## config.mk

```make
export PLATFORM = sky130hd
export DESIGN_NAME = morse_tx
export DESIGN_NICKNAME = d
export VERILOG_FILES = /design/src/rtl/morse_tx.sv
export SDC_FILE = /design/constraint.sdc
export NUM_CORES = 1
export LEC_CHECK = 0
export ABC_AREA = 0
export CAP_MARGIN = 20
export CORE_MARGIN = 3
export CORE_UTILIZATION = 45
export DETAILED_ROUTE_END_ITERATION = 6
export GPL_TIMING_DRIVEN = 0
export PLACE_DENSITY_LB_ADDON = 0.1
export SYNTH_ARGS = -nofsm -noshare
export SYNTH_HDL_FRONTEND = slang
export SYNTH_SLANG_ARGS = --single-unit
```

## constraint.sdc

```tcl
create_clock -name clk -period 3.7 [get_ports clk]
set_input_delay 0.74 -clock clk [delete_from_list [all_inputs] [get_ports clk]]
set_output_delay 0.74 -clock clk [all_outputs]
set_load 0.02 [all_outputs]
```

## src/rtl/morse_tx.sv

```systemverilog
// Serial Morse symbol transmitter: shifts a pattern out LSB first, one bit per
// TICK_DIV clocks, then GAP_BITS silent bit-periods. Optional MORSE_TX_REPEAT_EN adds auto-repeat.
module morse_tx #(
   parameter int PATTERN_W = 12,
   parameter int LEN_W     = 4,
   parameter int TICK_DIV  = 25000000,
   parameter int GAP_BITS  = 3
) (
   input  logic                 clk,
   input  logic                 reset_n,
   input  logic                 start,
   input  logic [PATTERN_W-1:0] pattern,
   input  logic [LEN_W-1:0]     length,
   input  logic                 abort,
`ifdef MORSE_TX_REPEAT_EN
   // 'repeat' is a reserved word, hence the prefix
   input  logic                 i_repeat,
`endif
   output logic                 ready,
   output logic                 busy,
   output logic                 led_out,
   output logic                 done
);

   localparam int TICK_W = (TICK_DIV > 1) ? $clog2(TICK_DIV) : 1;
   localparam int GAP_W  = $clog2(GAP_BITS + 1);
   localparam int CNT_W  = (GAP_W > LEN_W) ? GAP_W : LEN_W;

   typedef enum logic [1:0] {S_IDLE, S_SEND, S_GAP} state_t;

   state_t               r_state, w_state_next;
   logic [PATTERN_W-1:0] r_shift, w_shift_next, w_shifted;
   logic [CNT_W-1:0]     r_remain, w_remain_next;
   logic [TICK_W-1:0]    r_tick, w_tick_next;
   logic                 r_led, w_led_next;
   logic                 r_done, w_done_next;
   logic                 r_ready, r_busy;
   logic                 w_tick_wrap, w_accept, w_pattern_end;
   logic [LEN_W-1:0]     w_len_clamped;

   assign w_tick_wrap   = (r_tick == TICK_W'(TICK_DIV - 1));
   assign w_accept      = (r_state == S_IDLE) && start && (length != '0);
   assign w_len_clamped = (length > LEN_W'(PATTERN_W)) ? LEN_W'(PATTERN_W) : length;
   assign w_shifted     = r_shift >> 1;

`ifdef MORSE_TX_REPEAT_EN
   logic [PATTERN_W-1:0] r_pat_cap;
   logic [LEN_W-1:0]     r_len_cap;

   always_ff @(posedge clk or negedge reset_n) begin
      if (!reset_n) begin
         r_pat_cap <= '0;
         r_len_cap <= '0;
      end else if (w_accept) begin
         r_pat_cap <= pattern;
         r_len_cap <= w_len_clamped;
      end
   end
`endif

   // NOTE: every next-value signal gets a default first so no latch is inferred.
   always_comb begin
      w_state_next  = r_state;
      w_shift_next  = r_shift;
      w_remain_next = r_remain;
      w_tick_next   = r_tick;
      w_led_next    = r_led;
      w_done_next   = 1'b0;
      w_pattern_end = 1'b0;

      case (r_state)
         S_IDLE: begin
            w_tick_next = '0;
            w_led_next  = 1'b0;
            if (w_accept) begin
               w_state_next  = S_SEND;
               w_shift_next  = pattern;
               w_remain_next = CNT_W'(w_len_clamped);
               w_led_next    = pattern[0];
            end
         end
         S_SEND: begin
            w_tick_next = w_tick_wrap ? '0 : r_tick + 1'b1;
            if (w_tick_wrap) begin
               w_shift_next  = w_shifted;
               w_remain_next = r_remain - 1'b1;
               w_led_next    = w_shifted[0];
               if (r_remain == CNT_W'(1)) begin
                  if (GAP_BITS == 0) begin
                     w_pattern_end = 1'b1;
                  end else begin
                     w_state_next  = S_GAP;
                     w_remain_next = CNT_W'(GAP_BITS);
                     w_led_next    = 1'b0;
                  end
               end
            end
         end
         S_GAP: begin
            w_tick_next = w_tick_wrap ? '0 : r_tick + 1'b1;
            w_led_next  = 1'b0;
            if (w_tick_wrap) begin
               w_remain_next = r_remain - 1'b1;
               if (r_remain == CNT_W'(1)) w_pattern_end = 1'b1;
            end
         end
         default: w_state_next = S_IDLE;
      endcase

      if (w_pattern_end) begin
         w_done_next  = 1'b1;
         w_state_next = S_IDLE;
         w_led_next   = 1'b0;
         w_tick_next  = '0;
`ifdef MORSE_TX_REPEAT_EN
         if (i_repeat) begin
            w_state_next  = S_SEND;
            w_shift_next  = r_pat_cap;
            w_remain_next = CNT_W'(r_len_cap);
            w_led_next    = r_pat_cap[0];
         end
`endif
      end

      // Abort outranks a coinciding tick wrap or pattern end.
      if (abort && (r_state != S_IDLE)) begin
         w_state_next = S_IDLE;
         w_led_next   = 1'b0;
         w_done_next  = 1'b0;
         w_tick_next  = '0;
      end
   end

   // NOTE: clocked state uses non-blocking assignments only.
   always_ff @(posedge clk or negedge reset_n) begin
      if (!reset_n) begin
         r_state  <= S_IDLE;
         r_shift  <= '0;
         r_remain <= '0;
         r_tick   <= '0;
         r_led    <= 1'b0;
         r_done   <= 1'b0;
         r_ready  <= 1'b1;
         r_busy   <= 1'b0;
      end else begin
         r_state  <= w_state_next;
         r_shift  <= w_shift_next;
         r_remain <= w_remain_next;
         r_tick   <= w_tick_next;
         r_led    <= w_led_next;
         r_done   <= w_done_next;
         r_ready  <= (w_state_next == S_IDLE);
         r_busy   <= (w_state_next != S_IDLE);
      end
   end

   assign ready   = r_ready;
   assign busy    = r_busy;
   assign led_out = r_led;
   assign done    = r_done;

endmodule

```

==> summary.txt, run 1 <==
Synth Cell Area = 2750 um2
Final core occ = 56.5%
DRT Wirelength = 5.96 mm
Post-synth ARST share = 100%
Worst EP arrival = 2750 ps
Clock period minus worst slack = 2560 ps
Drt first-iter violations = 159
Post-route setup slack = 1140 ps
Synth cell types = 54
Setup Fix Bufs, Post-CTS = 0
DR pass1 iterations = 4
Setup tns final = 0 ps
Most used cell along the critical path = nor3_1
Count leader, synth = dfrtp_1
Peak VDD IR = 0.314 mV
Synth Net Count = 309
Outcome = completed
Area growth, synth to finish = 17.4%
Top cells by area, synth = dfrtp_1, mux2_2, ha_1
Worst Setup Start Kind = register
Worst-Skew Late Latency = 300 ps
Die H = 84.2 um
Sw Share = 34.7%
Highest routed layer = met4
Final setup viols = 0
Max Slew Vio Count = 0
Worst-path cell chain = inv_1 > ha_1 > buf_2 > nor3_1 > nor3_1 > and3_2 > xnor2_1 > nor2_1
Met2 wire length = 2.73 mm
Post-synthesis register bit count = 46
Top-area cell type share of the netlist area = 40.9%
Slowest stage delay, CP = 680 ps
Yosys Warn Count = 0
Internal power = 1.27 mW
Leakage Power = 1.36 nW
Final ANT Viol Nets = 0
Critical Path Fanout Max = 9
Synth top cells by count = dfrtp_1, nor2_1, mux2_2
Total gr overflow = 0
CTS Buf Count = 5
GPL Wtd Cong = 0.832
CTS Root Cell = clkbuf_8
Clock buffer depth = 2
Area of the multi-input gates = 1500 um2
Post-detail-place hpwl = 4.47 mm
Antenna violations before repair = 0
Tcrit/Tclk final = 69.2%
Max Freq = 0.390 GHz
Largest net degree at the start of global routing = 34
Area of the core = 5710 um2
Number of synthesized flops with an enable pin = 0
Clock power share = 23.9%
Final Hold Fails = 0
Vias in the first global route = 2167
Num ports = 24
Total global-route track usage = 18.1%
Worst slack at placement = 817 ps
I/O Buffers = 23
Post-cts sizing count = 0
Main flop type after synthesis = dfrtp_1
Worst-Margin Slew = 821 ps
Final net count = 340
Drt wl/cell = 15.5 um
FF+latch area = 1150 um2
PD cells = 602 nW/um2
Combinational share of power = 39.9%
Crit. End Element = register
DRC = 0
Mapped Cells = 280
Worst Clk Skew = 7.66 ps
H-Tree Depth = 2
Critical path required time = 3890 ps
RSZ-0062 raised after global routing = no
# diodes = 0
Worst rel slew slack = 45.2%
Critical path type = reg2reg
Post-synth top area cell = dfrtp_1
Worst-path clk slew = 90 ps
CTS tree = yes
CP max-delay cell = nor3_1
Chip width = 84.2 um
Net Switching = 0.674 mW
Via count = 2208
Max Cap Viol = 0
Hold WC Path Type = in2async
Hold-fix buffers, CTS = 0
Vias per cell = 5.75
Site Rows = 27
Clock Sinks = 46
Share of cells above drive strength 1 = 16.0%
Sequential share of the synthesized area = 41.9%
Starting density of the core = 48.2%
Fill cells = 537
First-pass GRT wire length = 10.5 mm
Die Area = 7090 um2
Sequential share of power = 36.2%
Met1 WL = 2.96 mm
Wire length on met3 = 199 um
Avg Cell Area, Syn = 9.82 um2
per-stage QoR:
stage / power [mW] / instance area, um2 / cells / hold WS [ps]
3_3_place_gp: 1.47 / 3070 / 375 / 484
2_1_floorplan: 1.28 / 2750 / 280 / 444
5_1_grt: 2.09 / 3230 / 384 / 340
4_1_cts: 1.96 / 3230 / 384 / 338
6_report: 1.94 / 3230 / 384 / 329
3_5_place_dp: 1.49 / 3090 / 376 / 494
sequential cells by signal (all words and copies together), names as in the netlist:
| signal | flops |
|---|---|
| r_shift | 11 |
| busy | 1 |
| r_remain | 4 |
| led_out | 1 |
| r_tick | 25 |
| done | 1 |
| r_state | 2 |
| ready | 1 |
worst paths after layout:
kind                       startpoint          to  slack [ps]  depth (start not counted)
setup / recovery           r_state[0]   r_tick[7]        1140                          8
hold / removal                reset_n   r_tick[9]         330                          1
setup reg to reg           r_state[0]   r_tick[7]        1140                          8
hold reg to reg            r_tick[21]  r_tick[21]         500                          1
max in group asynchronous     reset_n       ready        2810                          2
min in group clk           r_tick[21]  r_tick[21]         500                          1
power by group through the flow:
stage	Clock, mW	Combinational, mW	Sequential [mW]
finish	0.465	0.776	0.703
global route	0.502	0.871	0.720
CTS	0.477	0.783	0.704
detailed placement	0	0.780	0.714
global placement	0	0.764	0.709
floorplan	0	0.567	0.711
area by class of cell:
cell class / count / area share, %
multi-input cells: 211 / 46.5
flip-flops and latches: 46 / 35.7
plain buffers: 11 / 1.59
inverters: 12 / 1.40
well taps: 72 / 2.79
clock inverters: 2 / 1.86
repair buffers: 24 / 7.60
clock buffers: 6 / 2.56
layout by cell type, fill, tap and decap left out, types with 8 or more instances in the layout:
cell type        netlist  routed
xor2_1                 8       8
nand2_1               21      21
inv_1                 12      12
mux2_2                22      22
nand4_1               11      11
a21oi_1               13      13
nor2_1                28      28
ha_1                   9       9
clkdlybuf4s50_1        0      22
nor3_1                 8       8
dfrtp_1               45      45
nand3_1               10      10
kinds of logic (layout without fill, tap and decap cells):
kind of cell | Yosys count | after routing | share of synthesized area, %
xor gates and xnor gates | 14 | 14 | 4.46
buffers and inverters | 23 | 55 | 3.50
muxes | 24 | 24 | 9.74
adders and majority gates | 9 | 9 | 4.09
DFF | 46 | 46 | 41.9
and+or+nand+nor | 113 | 113 | 23.4
AOI/OAI and AO/OA | 51 | 51 | 12.9
worst max-delay path: cells and delay by family (launching register included):
kind | cells | cell delay, ps
buf+inv | 2 | 280
fa+ha+maj | 1 | 200
simple gates | 4 | 1340
xor+xnor | 1 | 140
flops | 1 | 480
routing by layer:
layer  global-route usage [%]  up-vias
met1                     25.8     1071
met2                     27.8       42
met5                        0        -
met3                     4.32        7
li1                         -     1088
met4                     4.53        0
(Power assumes the default switching activity.)
==> inputs of run 2 (changes only) <==
==> constraint.sdc (replaced) <==
create_clock -name clk -period 2.4 [get_ports clk]
set_input_delay 0.48 -clock clk [delete_from_list [all_inputs] [get_ports clk]]
set_output_delay 0.48 -clock clk [all_outputs]
set_load 0.02 [all_outputs]
==> run 2 against run 1 <==
  * Final cell count did not move
  * Die area is the same
  * Utilization grew 0.28 points
  * Clock power grew 54%
  * Critical endpoint is now r_tick[18]
  * Sequential share of layout area decreased by 0.18 points
  * Hold slack lost 260 ps
==> summary.txt, run 2 (synthesis gave the netlist of run 1 again) <==
Drt wl/cell = 15.6 um (+0.39%)
Largest net degree at the start of global routing = 34 (unchanged)
Clock buffer depth = 2 (unchanged)
Max Freq = 0.436 GHz (+12%)
Crit. End Element = register
Peak VDD IR = 0.528 mV (+68%)
R2R setup slack = 110 ps (-1030 ps)
Final Hold Fails = 0 (unchanged)
Num ports = 24 (unchanged)
CTS Root Cell = clkbuf_8
Cell area after layout = 3240 um2 (+0.50%)
Worst-path clk slew = 90 ps (about the same)
Die Area = 7090 um2 (unchanged)
Tcrit/Tclk final = 95.5% (+26 points)
Via count = 2214 (+0.27%)
# diodes = 0 (unchanged)
Total gr overflow = 0 (unchanged)
GPL Wtd Cong = 0.832 (unchanged)
First-pass GRT wire length = 10.5 mm (+0.47%)
FF-to-FF Start = r_state[0]
Final cell count without fillers = 384 (unchanged)
Clock Sinks = 46 (unchanged)
CTS tree = yes
Leakage Power = 1.37 nW (+1.0%)
Hold WC Path Type = in2async
Commonest cells after routing, fill and taps aside = dfrtp_1, nor2_1, mux2_2, clkdlybuf4s50_1, nand2_1
RSZ-0062 raised after global routing = yes
Vias per cell = 5.77 (+0.27%)
Critical path required time = 2620 ps (-1270 ps)
Outcome = completed
Area growth, synth to finish = 18.0%
Worst-Skew Late Latency = 300 ps (about the same)
Final net count = 340 (unchanged)
Max Slew Vio Count = 0 (unchanged)
Worst Setup Start Kind = register
Site Rows = 27 (unchanged)
Clock period minus worst slack = 2290 ps (-269 ps)
Final ANT Viol Nets = 0 (unchanged)
Overall Power = 3.01 mW (+55%)
Critical path type = reg2reg
Vias in the first global route = 2171 (+0.18%)
Worst-Margin Slew = 715 ps (-106 ps)
Drt first-iter violations = 152 (-4.4%)
Max Cap Viol = 0 (unchanged)
Reg with most FFs = r_tick
Post-detail-place hpwl = 4.47 mm (unchanged)
Setup Fix Bufs, Post-CTS = 0 (unchanged)
Share of cells above drive strength 1 = 17.9% (+1.9 points)
CTS Buf Count = 5 (unchanged)
Largest register FFs = 25 (unchanged)
DR pass1 iterations = 4 (unchanged)
Hold-fix buffers, CTS = 0 (unchanged)
Total global-route track usage = 18.2% (+0.082 points)
Placed cell count = 376 (unchanged)
DRT Wirelength = 5.98 mm (+0.39%)
Worst Clk Skew = 7.17 ps (-0.493 ps)
Final setup viols = 0 (unchanged)
I/O Buffers = 23 (unchanged)
H-Tree Depth = 2 (unchanged)
DRC = 0 (unchanged)
Critical Path Fanout Max = 10 (+1)
Worst Setup SP = r_state[0]
Area of the core = 5710 um2 (unchanged)
Most common cell after layout, fill and taps aside = dfrtp_1
Chip width = 84.2 um (unchanged)
Worst EP arrival = 2510 ps (-240 ps)
Worst rel slew slack = 52.0% (+6.8 points)
Regs by FF count = r_tick: 25 flops, r_shift: 11 flops, r_remain: 4 flops
Fill cells = 531 (-1.1%)
PD cells = 929 nW/um2 (+54%)
Die H = 84.2 um (unchanged)
Starting density of the core = 48.2% (unchanged)
Antenna violations before repair = 0 (unchanged)
Placed Area = 3090 um2 (unchanged)
[run 2: cell count changes in the layout (fill, tap and decap cells not counted)]
cell      change
clkbuf_1      -3
clkbuf_2      +3
nor2b_1       -1
nor2b_2       +1
nor3_1        -1
nor3_2        +1
nor3b_1       -1
nor3b_2       +1
[run 2: worst paths after layout]
path | endpoint | depth (start not counted)
max | r_tick[18] | 8
min | r_tick[9] | 1
max reg2reg | r_tick[18] | 8
min reg2reg | r_tick[21] | 1
max in group asynchronous | ready | 2
min in group clk | r_tick[21] | 1
[run 2: area by class of cell]
type | instances | area, um2 | area share [%]
plain buffers | 11 | 55.1 | 1.70
clock buffers | 6 | 82.6 | 2.55
clock inverters | 2 | 60.1 | 1.85
inverters | 12 | 45.0 | 1.39
multi-input cells | 211 | 1510 | 46.7
flip-flops and latches | 46 | 1150 | 35.5
well taps | 72 | 90.1 | 2.78
repair buffers | 24 | 245 | 7.56
[run 2: stage by stage]
step	util, %	setup TNS, ps	worst slack [ps]	hold slack, ps
6_report	56.8	0	107	73.1
5_1_grt	56.8	-466	-75.0	79.9
4_1_cts	56.7	0	91.6	77.8
3_5_place_dp	54.0	-2710	-223	407
3_3_place_gp	53.8	-25570	-508	484
2_1_floorplan	-	0	325	184
[run 2: where the power goes]
group / switching (mW) / internal, mW
Sequential: 0.124 / 0.963
Clock: 0.270 / 0.444
Combinational: 0.652 / 0.562
[run 2: timing repair]
item | 4_1_cts | 5_1_grt
setup endpoints to repair | 16 | 22
pin swaps | 0 | 0
resized for setup | 3 | 4
[run 2: worst max-delay path: stages, from the launching register on]
cell and delay (ps):
dfrtp_1 480, inv_1 120, ha_1 330, clkbuf_2 220
nand2b_1 190, a21oi_2 320, buf_2 300, nand2_1 70
a31oi_1 170
[run 2: layer usage]
| metal | track usage [%] | share of wire, % | vias up |
|---|---|---|---|
| met1 | 25.9 | 49 | 1071 |
| met3 | 4.32 | 3.7 | 6 |
| met2 | 27.9 | 46 | 51 |
| met5 | 0 | 0 | - |
| li1 | - | - | 1086 |
| met4 | 4.53 | 1.1 | 0 |
